## config.mk

```make
export PLATFORM = sky130hd
export DESIGN_NAME = fetch_stage_flat
export DESIGN_NICKNAME = d
export VERILOG_FILES = /design/src/rtl/mips_pkg.sv /design/src/rtl/fetch_stage_if.sv /design/src/rtl/if_id_reg.sv /design/src/rtl/fetch_stage.sv /design/src/flat_wrapper.sv
export SDC_FILE = /design/constraint.sdc
export NUM_CORES = 1
export LEC_CHECK = 0
export ABC_CLOCK_PERIOD_IN_PS = 5100
export BUFFER_PORTS_ARGS = -buffer_cell sky130_fd_sc_hd__buf_4
export CAP_MARGIN = 20
export CORE_MARGIN = 5
export CORE_UTILIZATION = 46
export DETAILED_ROUTE_END_ITERATION = 8
export PLACE_DENSITY = 0.71
export SYNTH_ARGS = -nofsm -noshare
export SYNTH_HDL_FRONTEND = slang
export SYNTH_SLANG_ARGS = --single-unit
```

## constraint.sdc

```tcl
create_clock -name Clk -period 5.1 [get_ports Clk]
set_input_delay 1.02 -clock Clk [delete_from_list [all_inputs] [get_ports Clk]]
set_output_delay 1.02 -clock Clk [all_outputs]
set_load 0.01 [all_outputs]
```

## src/rtl/mips_pkg.sv

```systemverilog
// Shared MIPS pipeline definitions: opcode constants, fetch FSM states and
// small address helpers used by the fetch stage.
package mips_pkg;

  localparam int DATA_W = 32;

  localparam logic [5:0] OP_RTYPE  = 6'b000000;
  localparam logic [5:0] OP_REGIMM = 6'b000001;
  localparam logic [5:0] OP_J      = 6'b000010;
  localparam logic [5:0] OP_JAL    = 6'b000011;

  localparam logic [DATA_W-1:0] NOP_INSTR = 32'h0000_0000;

  typedef enum logic [1:0] {
    FETCH = 2'd0,
    HOLD  = 2'd1,
    DRAIN = 2'd2
  } fetch_state_t;

  // 32-bit wrap-around increment, no carry out.
  function automatic logic [DATA_W-1:0] pc_inc(input logic [DATA_W-1:0] pc);
    return pc + DATA_W'(4);
  endfunction

  function automatic logic [DATA_W-1:0] word_align(input logic [DATA_W-1:0] addr);
    return addr & ~DATA_W'(3);
  endfunction

endpackage

```

## src/rtl/fetch_stage_if.sv

```systemverilog
// Bus bundle between the fetch stage and its neighbours: instruction memory,
// hazard/redirect control and the IF/ID outputs towards decode.
interface fetch_stage_if;

  logic                         ImemReq;
  logic [mips_pkg::DATA_W-1:0]  ImemAddr;
  logic                         ImemReady;
  logic [mips_pkg::DATA_W-1:0]  ImemRdata;
  logic                         Stall;
  logic                         Redirect;
  logic [mips_pkg::DATA_W-1:0]  RedirectPC;
  logic [mips_pkg::DATA_W-1:0]  IfId_Instr;
  logic [mips_pkg::DATA_W-1:0]  IfId_PCPlus4;
  logic                         IfId_Valid;
  logic [5:0]                   Opcode;
  logic                         Bit17;

  modport master (
    output ImemReq, ImemAddr, IfId_Instr, IfId_PCPlus4, IfId_Valid, Opcode, Bit17,
    input  ImemReady, ImemRdata, Stall, Redirect, RedirectPC
  );

  modport slave (
    input  ImemReq, ImemAddr, IfId_Instr, IfId_PCPlus4, IfId_Valid, Opcode, Bit17,
    output ImemReady, ImemRdata, Stall, Redirect, RedirectPC
  );

endinterface

```

## src/rtl/if_id_reg.sv

```systemverilog
// IF/ID pipeline register: flush inserts a nop bubble, load captures a fetched
// instruction, otherwise the contents are held.
module if_id_reg
  import mips_pkg::*;
(
  input  logic              clk,
  input  logic              rst,
  input  logic              load,
  input  logic              flush,
  input  logic [DATA_W-1:0] instr_p0,
  input  logic [DATA_W-1:0] pc4_p0,
  output logic [DATA_W-1:0] instr_p1,
  output logic [DATA_W-1:0] pc4_p1,
  output logic              vld_p1
);

  // IF -> ID boundary
  always_ff @(posedge clk) begin
    if (rst) begin
      instr_p1 <= NOP_INSTR;
      pc4_p1   <= '0;
      vld_p1   <= 1'b0;
    end else if (flush) begin
      instr_p1 <= NOP_INSTR;
      vld_p1   <= 1'b0;
    end else if (load) begin
      instr_p1 <= instr_p0;
      pc4_p1   <= pc4_p0;
      vld_p1   <= 1'b1;
    end
  end

endmodule

```

## src/rtl/fetch_stage.sv

```systemverilog
// Instruction fetch: PC register, variable-latency memory handshake, stall
// holding buffer and redirect drain, feeding the IF/ID register.
module fetch_stage
  import mips_pkg::*;
#(
  parameter logic [DATA_W-1:0] RESET_PC = 32'h0000_0000
)
(
  input  logic           Clk,
  input  logic           Rst,
  fetch_stage_if.master  bus
);

  fetch_state_t      state;
  logic [DATA_W-1:0] pc;
  logic [DATA_W-1:0] pc_plus4;
  logic [DATA_W-1:0] redirect_pc;
  logic [DATA_W-1:0] buf_instr;
  logic [DATA_W-1:0] buf_pc4;
  logic              req;
  logic              load;
  logic              flush;
  logic [DATA_W-1:0] ld_instr_p0;
  logic [DATA_W-1:0] ld_pc4_p0;
  logic [DATA_W-1:0] instr_p1;
  logic [DATA_W-1:0] pc4_p1;
  logic              vld_p1;

  assign pc_plus4    = pc_inc(pc);
  assign redirect_pc = word_align(bus.RedirectPC);

  // A request is outstanding exactly while FETCH is requesting; the reset
  // cycle is masked so memory never sees a request before PC is defined.
  assign req          = (state == FETCH) && !Rst;
  assign bus.ImemReq  = req;
  assign bus.ImemAddr = pc;

  always_comb begin
    load        = 1'b0;
    flush       = 1'b0;
    ld_instr_p0 = bus.ImemRdata;
    ld_pc4_p0   = pc_plus4;
    if (bus.Redirect) begin
      flush = 1'b1;
    end else begin
      unique case (state)
        FETCH: begin
          if (!bus.Stall) begin
            load  = bus.ImemReady;
            flush = !bus.ImemReady;
          end
        end
        HOLD: begin
          if (!bus.Stall) begin
            load        = 1'b1;
            ld_instr_p0 = buf_instr;
            ld_pc4_p0   = buf_pc4;
          end
        end
        DRAIN: begin
          flush = !bus.Stall;
        end
        default: begin
          flush = 1'b1;
        end
      endcase
    end
  end

  always_ff @(posedge Clk) begin
    if (Rst) begin
      state <= FETCH;
      pc    <= word_align(RESET_PC);
    end else if (bus.Redirect) begin
      pc <= redirect_pc;
      unique case (state)
        FETCH:   state <= bus.ImemReady ? FETCH : DRAIN;
        HOLD:    state <= FETCH;
        // A ready landing with the redirect still retires the killed request.
        DRAIN:   state <= bus.ImemReady ? FETCH : DRAIN;
        default: state <= FETCH;
      endcase
    end else begin
      unique case (state)
        FETCH: begin
          if (bus.ImemReady) begin
            pc <= pc_plus4;
            if (bus.Stall) begin
              state <= HOLD;
            end
          end
        end
        HOLD: begin
          if (!bus.Stall) begin
            state <= FETCH;
          end
        end
        DRAIN: begin
          if (bus.ImemReady) begin
            state <= FETCH;
          end
        end
        default: state <= FETCH;
      endcase
    end
  end

  // Holding buffer data; its validity is implied by state == HOLD.
  always_ff @(posedge Clk) begin
    if ((state == FETCH) && bus.ImemReady && bus.Stall && !bus.Redirect) begin
      buf_instr <= bus.ImemRdata;
      buf_pc4   <= pc_plus4;
    end
  end

  if_id_reg u_if_id (
    .clk      (Clk),
    .rst      (Rst),
    .load     (load),
    .flush    (flush),
    .instr_p0 (ld_instr_p0),
    .pc4_p0   (ld_pc4_p0),
    .instr_p1 (instr_p1),
    .pc4_p1   (pc4_p1),
    .vld_p1   (vld_p1)
  );

  assign bus.IfId_Instr   = instr_p1;
  assign bus.IfId_PCPlus4 = pc4_p1;
  assign bus.IfId_Valid   = vld_p1;
  assign bus.Opcode       = instr_p1[31:26];
  assign bus.Bit17        = instr_p1[16];

endmodule

```

## src/flat_wrapper.sv

```systemverilog
// flat-port wrapper written by rule: the top's interface ports become plain ports
module fetch_stage_flat import mips_pkg::*;
#(
  parameter logic [DATA_W-1:0] RESET_PC = 32'h0000_0000
)
  (Clk, Rst, bus_ImemReq, bus_ImemAddr, bus_IfId_Instr, bus_IfId_PCPlus4, bus_IfId_Valid, bus_Opcode, bus_Bit17, bus_ImemReady, bus_ImemRdata, bus_Stall, bus_Redirect, bus_RedirectPC);
  fetch_stage_if bus_i ();
  input  logic Clk;
  input  logic Rst;
  output wire logic [$bits(bus_i.ImemReq)-1:0] bus_ImemReq;
  output wire logic [$bits(bus_i.ImemAddr)-1:0] bus_ImemAddr;
  output wire logic [$bits(bus_i.IfId_Instr)-1:0] bus_IfId_Instr;
  output wire logic [$bits(bus_i.IfId_PCPlus4)-1:0] bus_IfId_PCPlus4;
  output wire logic [$bits(bus_i.IfId_Valid)-1:0] bus_IfId_Valid;
  output wire logic [$bits(bus_i.Opcode)-1:0] bus_Opcode;
  output wire logic [$bits(bus_i.Bit17)-1:0] bus_Bit17;
  input wire logic [$bits(bus_i.ImemReady)-1:0] bus_ImemReady;
  input wire logic [$bits(bus_i.ImemRdata)-1:0] bus_ImemRdata;
  input wire logic [$bits(bus_i.Stall)-1:0] bus_Stall;
  input wire logic [$bits(bus_i.Redirect)-1:0] bus_Redirect;
  input wire logic [$bits(bus_i.RedirectPC)-1:0] bus_RedirectPC;
  assign bus_ImemReq = bus_i.ImemReq;
  assign bus_ImemAddr = bus_i.ImemAddr;
  assign bus_IfId_Instr = bus_i.IfId_Instr;
  assign bus_IfId_PCPlus4 = bus_i.IfId_PCPlus4;
  assign bus_IfId_Valid = bus_i.IfId_Valid;
  assign bus_Opcode = bus_i.Opcode;
  assign bus_Bit17 = bus_i.Bit17;
  assign bus_i.ImemReady = bus_ImemReady;
  assign bus_i.ImemRdata = bus_ImemRdata;
  assign bus_i.Stall = bus_Stall;
  assign bus_i.Redirect = bus_Redirect;
  assign bus_i.RedirectPC = bus_RedirectPC;
  fetch_stage #(.RESET_PC(RESET_PC)) u_core (.Clk(Clk), .Rst(Rst), .bus(bus_i));
endmodule
```

==> impl_metrics.env <==
export IMPL_dieWidth_um=132
export IMPL_placement_rows=44
export IMPL_cts_htree_levels=4
export IMPL_postCtsHoldBufs=0
export IMPL_largest_family_of_logic_cells_by_synthesized_area="simple AND/OR/NAND/NOR gates"
export IMPL_finalMaxSlewViolations=0
export IMPL_drt_pre_antenna_iters=5
export IMPL_seq_area_frac_synth_pct=54.5
export IMPL_clk_latency_ns=0.41
export IMPL_placed_cells_incl_taps=988
export IMPL_cp_data_required_time_ns=4.08
export IMPL_clk_pin_slew_worst_paths_ns=0.06
export IMPL_numPortBuffers=167
export IMPL_total_power_w=0.00292
export IMPL_ys_top_cells_by_count="sky130_fd_sc_hd__dfxtp_1, sky130_fd_sc_hd__nand2_1, sky130_fd_sc_hd__edfxtp_1, sky130_fd_sc_hd__a21oi_1, sky130_fd_sc_hd__nor2_1"
export IMPL_synth_xor_xnor_area_share_pct=5.82
export IMPL_rsz_0062_raised_after_global_routing="no"
export IMPL_dieArea_um2=17600
export IMPL_yosys_area_top_type_share_pct=27.6
export IMPL_outcome="finished, final reports clean"
export IMPL_cts_root_buf="sky130_fd_sc_hd__clkbuf_16"
export IMPL_setup_viol=0
export IMPL_ys_top_cells_by_area="sky130_fd_sc_hd__dfxtp_1, sky130_fd_sc_hd__edfxtp_1, sky130_fd_sc_hd__o221ai_1"
export IMPL_drt_initial_drc_count=441
export IMPL_timing_slew_headroom_pct=41.8
export IMPL_drc=0
export IMPL_ios=174
export IMPL_syn_cell_area_um2=6900
export IMPL_timing_hold_worst_path_depth=2
export IMPL_max_cap_violations=0
export IMPL_cts_repair_resized=0
export IMPL_grt_first_pass_wirelength_mm=30.8
export IMPL_worstSetupStartpointType="input port"
export IMPL_fmax_mhz=351
export IMPL_finish_net_count=894
export IMPL_finalWirelength_mm=19.2
export IMPL_synthesis_yosys_warnings=0
export IMPL_hold_viol=0
export IMPL_layout_area_overhead_vs_synth_pct=27.4
export IMPL_period_minus_slack_ns=2.85
export IMPL_post_drt_via_cell_ratio=5.82
export IMPL_syn_instance_count=693
export IMPL_category_of_the_critical_setup_timing_path="input port to output port"
export IMPL_setup_worst_path_end_class="output port"
export IMPL_synth_enable_flop_cells=62
export IMPL_cts_setup_buffers=0
export IMPL_clock_sink_count=157
export IMPL_postSynth_asyncResetShare_pct=0
export IMPL_synth_main_ff_cell="sky130_fd_sc_hd__dfxtp_1"
export IMPL_hold_slack_ns=0.451
export IMPL_hp_class="flop to flop"
export IMPL_gp_congestion=0.879
export IMPL_antenna_found_initial=0
export IMPL_vias=5944
export IMPL_antenna_diode_count=0
export IMPL_post_synthesis_compound_gate_area_fraction_pct=16.2
export IMPL_detail_route_wl_per_cell_um=18.8
export IMPL_start_util_pct=47.1
export IMPL_clock_path_buffers=2
export IMPL_postRouteAntennaNets=0
export IMPL_worst_slew_pin_transition_ns=0.869
export IMPL_overall_fraction_of_global_route_tracks_in_use_pct=21.6
export IMPL_worst_ir_drop_vdd_mv=0.276
export IMPL_synthSimpleGateAreaFrac_pct=18.3
export IMPL_adder_cell_area_share_of_the_yosys_netlist_pct=0.181
export IMPL_yosysTopAreaCell="sky130_fd_sc_hd__dfxtp_1"
export IMPL_synth_distinct_cells=52
export IMPL_finish_utilization_pct=60.0
export IMPL_arrival_time_at_the_worst_endpoint_ns=1.83
export IMPL_final_fill_count=1234
export IMPL_setup_tns_final_ns=0
export IMPL_layout_drive_gt1_share_pct=27.1
export IMPL_timing_final_crit_share_pct=55.9
export IMPL_first_global_vias=5972
export IMPL_total_global_routing_overflow=0
export IMPL_p_leak_nw=3.28
export IMPL_synth_area_per_cell_um2=9.96
export IMPL_tritoncts="yes"
export IMPL_cts_made_buffers=17
export IMPL_grt_start_max_net_pins=65
export IMPL_critPathMaxFanout=54
export IMPL_timing_reg2reg_worst_path_depth=6
export IMPL_clock_skew_final_ns=0.00757
export IMPL_hpwl_mm=12.9
export IMPL_fp_dieH_um=132
export IMPL_yosys_register_bits=157
export IMPL_final_cell_count_no_fill=1021
export IMPL_core_um2=14600
export IMPL_power_density_nw_per_um2=332
export IMPL_synth_mux_area_fraction_pct=0
[layer usage]
metal / global-route usage (%) / wire length [um] / up-vias
met1: 28.1 / 8380 / 2892
met5: 0 / 0 / -
met2: 35.0 / 9110 / 221
li1: - / - / 2805
met3: 5.47 / 1380 / 26
met4: 7.97 / 316 / 0
[state kept, by name, summed over array words and instances, names as in the netlist]
register and flops:
u_core.buf_instr 32, u_core.u_if_id.instr_p1 32, u_core.buf_pc4 30, u_core.bus.ImemAddr 30, u_core.u_if_id.pc4_p1 30, u_core.state 2, u_core.u_if_id.vld_p1 1
[per-stage QoR]
step / setup slack (ns) / cell area [um2]
3_3_place_gp: 2.04 / 8170
4_1_cts: 2.25 / 8770
6_report: 2.25 / 8790
5_1_grt: 2.16 / 8790
2_1_floorplan: 1.49 / 6910
3_5_place_dp: 2.04 / 8170
[path summary, 6_finish.rpt]
check / startpoint / endpoint / slack [ns]
setup reg to reg: u_core.bus.ImemAddr[2] / u_core.u_if_id.pc4_p1[28] / 2.35
setup / recovery: Rst / bus_ImemReq / 2.25
hold reg to reg: u_core.u_if_id.pc4_p1[18] / u_core.u_if_id.pc4_p1[18] / 0.45
hold / removal: u_core.u_if_id.pc4_p1[18] / u_core.u_if_id.pc4_p1[18] / 0.45
[cell families after synthesis]
family / Yosys count
AOI/OAI and AO/OA: 162
adders and majority gates: 1
other: 1
buffers and inverters: 74
xor gates and xnor gates: 45
DFF: 157
and+or+nand+nor: 253
[power breakdown]
part | switching [W] | total [W] | internal, W
registers | 0.0000446 | 0.00139 | 0.00135
clock network | 0.000484 | 0.00127 | 0.000788
logic | 0.000139 | 0.000253 | 0.000114
[critical path, cell delays in order]
cell and delay, ns:
sky130_fd_sc_hd__buf_4 0.48, sky130_fd_sc_hd__nor3_1 0.13, sky130_fd_sc_hd__buf_4 0.19
[cell type report]
| type | count | area, um2 | share of cell area, % |
|---|---|---|---|
| sequential | 157 | 3760 | 42.8 |
| multi-input combinational | 465 | 2830 | 32.2 |
| timing repair buffer | 176 | 1330 | 15.2 |
| clock buffer | 23 | 499 | 5.68 |
| tap | 184 | 230 | 2.62 |
| clock inverter | 9 | 108 | 1.22 |
| inverter | 7 | 26.3 | 0.299 |
[placed cells by master, fill, tap and decap left out, types with 3 or more instances in the layout]
| cell | synthesis | routed |
|---|---|---|
| sky130_fd_sc_hd__or2_2 | 3 | 3 |
| sky130_fd_sc_hd__dfxtp_1 | 95 | 95 |
| sky130_fd_sc_hd__clkinv_2 | 0 | 3 |
| sky130_fd_sc_hd__o21ai_1 | 5 | 4 |
| sky130_fd_sc_hd__a311oi_1 | 4 | 4 |
| sky130_fd_sc_hd__nand4_1 | 11 | 11 |
| sky130_fd_sc_hd__or4_1 | 3 | 3 |
| sky130_fd_sc_hd__nor4_4 | 3 | 3 |
| sky130_fd_sc_hd__buf_4 | 11 | 175 |
| sky130_fd_sc_hd__a211oi_1 | 19 | 19 |
| sky130_fd_sc_hd__clkbuf_8 | 0 | 3 |
| sky130_fd_sc_hd__or2_1 | 4 | 4 |
| sky130_fd_sc_hd__clkbuf_16 | 0 | 18 |
| sky130_fd_sc_hd__conb_1 | 1 | 4 |
| sky130_fd_sc_hd__edfxtp_1 | 62 | 62 |
| sky130_fd_sc_hd__nor2_1 | 48 | 47 |
| sky130_fd_sc_hd__xor2_1 | 24 | 24 |
| sky130_fd_sc_hd__inv_1 | 6 | 6 |
| sky130_fd_sc_hd__or3_1 | 7 | 6 |
| sky130_fd_sc_hd__o221ai_1 | 44 | 44 |
| sky130_fd_sc_hd__and4_1 | 4 | 4 |
| sky130_fd_sc_hd__a21oi_1 | 50 | 50 |
| sky130_fd_sc_hd__o31a_1 | 11 | 11 |
| sky130_fd_sc_hd__nand3_1 | 16 | 16 |
| sky130_fd_sc_hd__xnor2_1 | 20 | 20 |
| sky130_fd_sc_hd__nand2_1 | 95 | 94 |
| sky130_fd_sc_hd__o21ai_0 | 18 | 18 |
| sky130_fd_sc_hd__nor3_1 | 34 | 33 |
| sky130_fd_sc_hd__nor4_1 | 13 | 13 |
No activity file was read; power rests on OpenSTA's default activity.
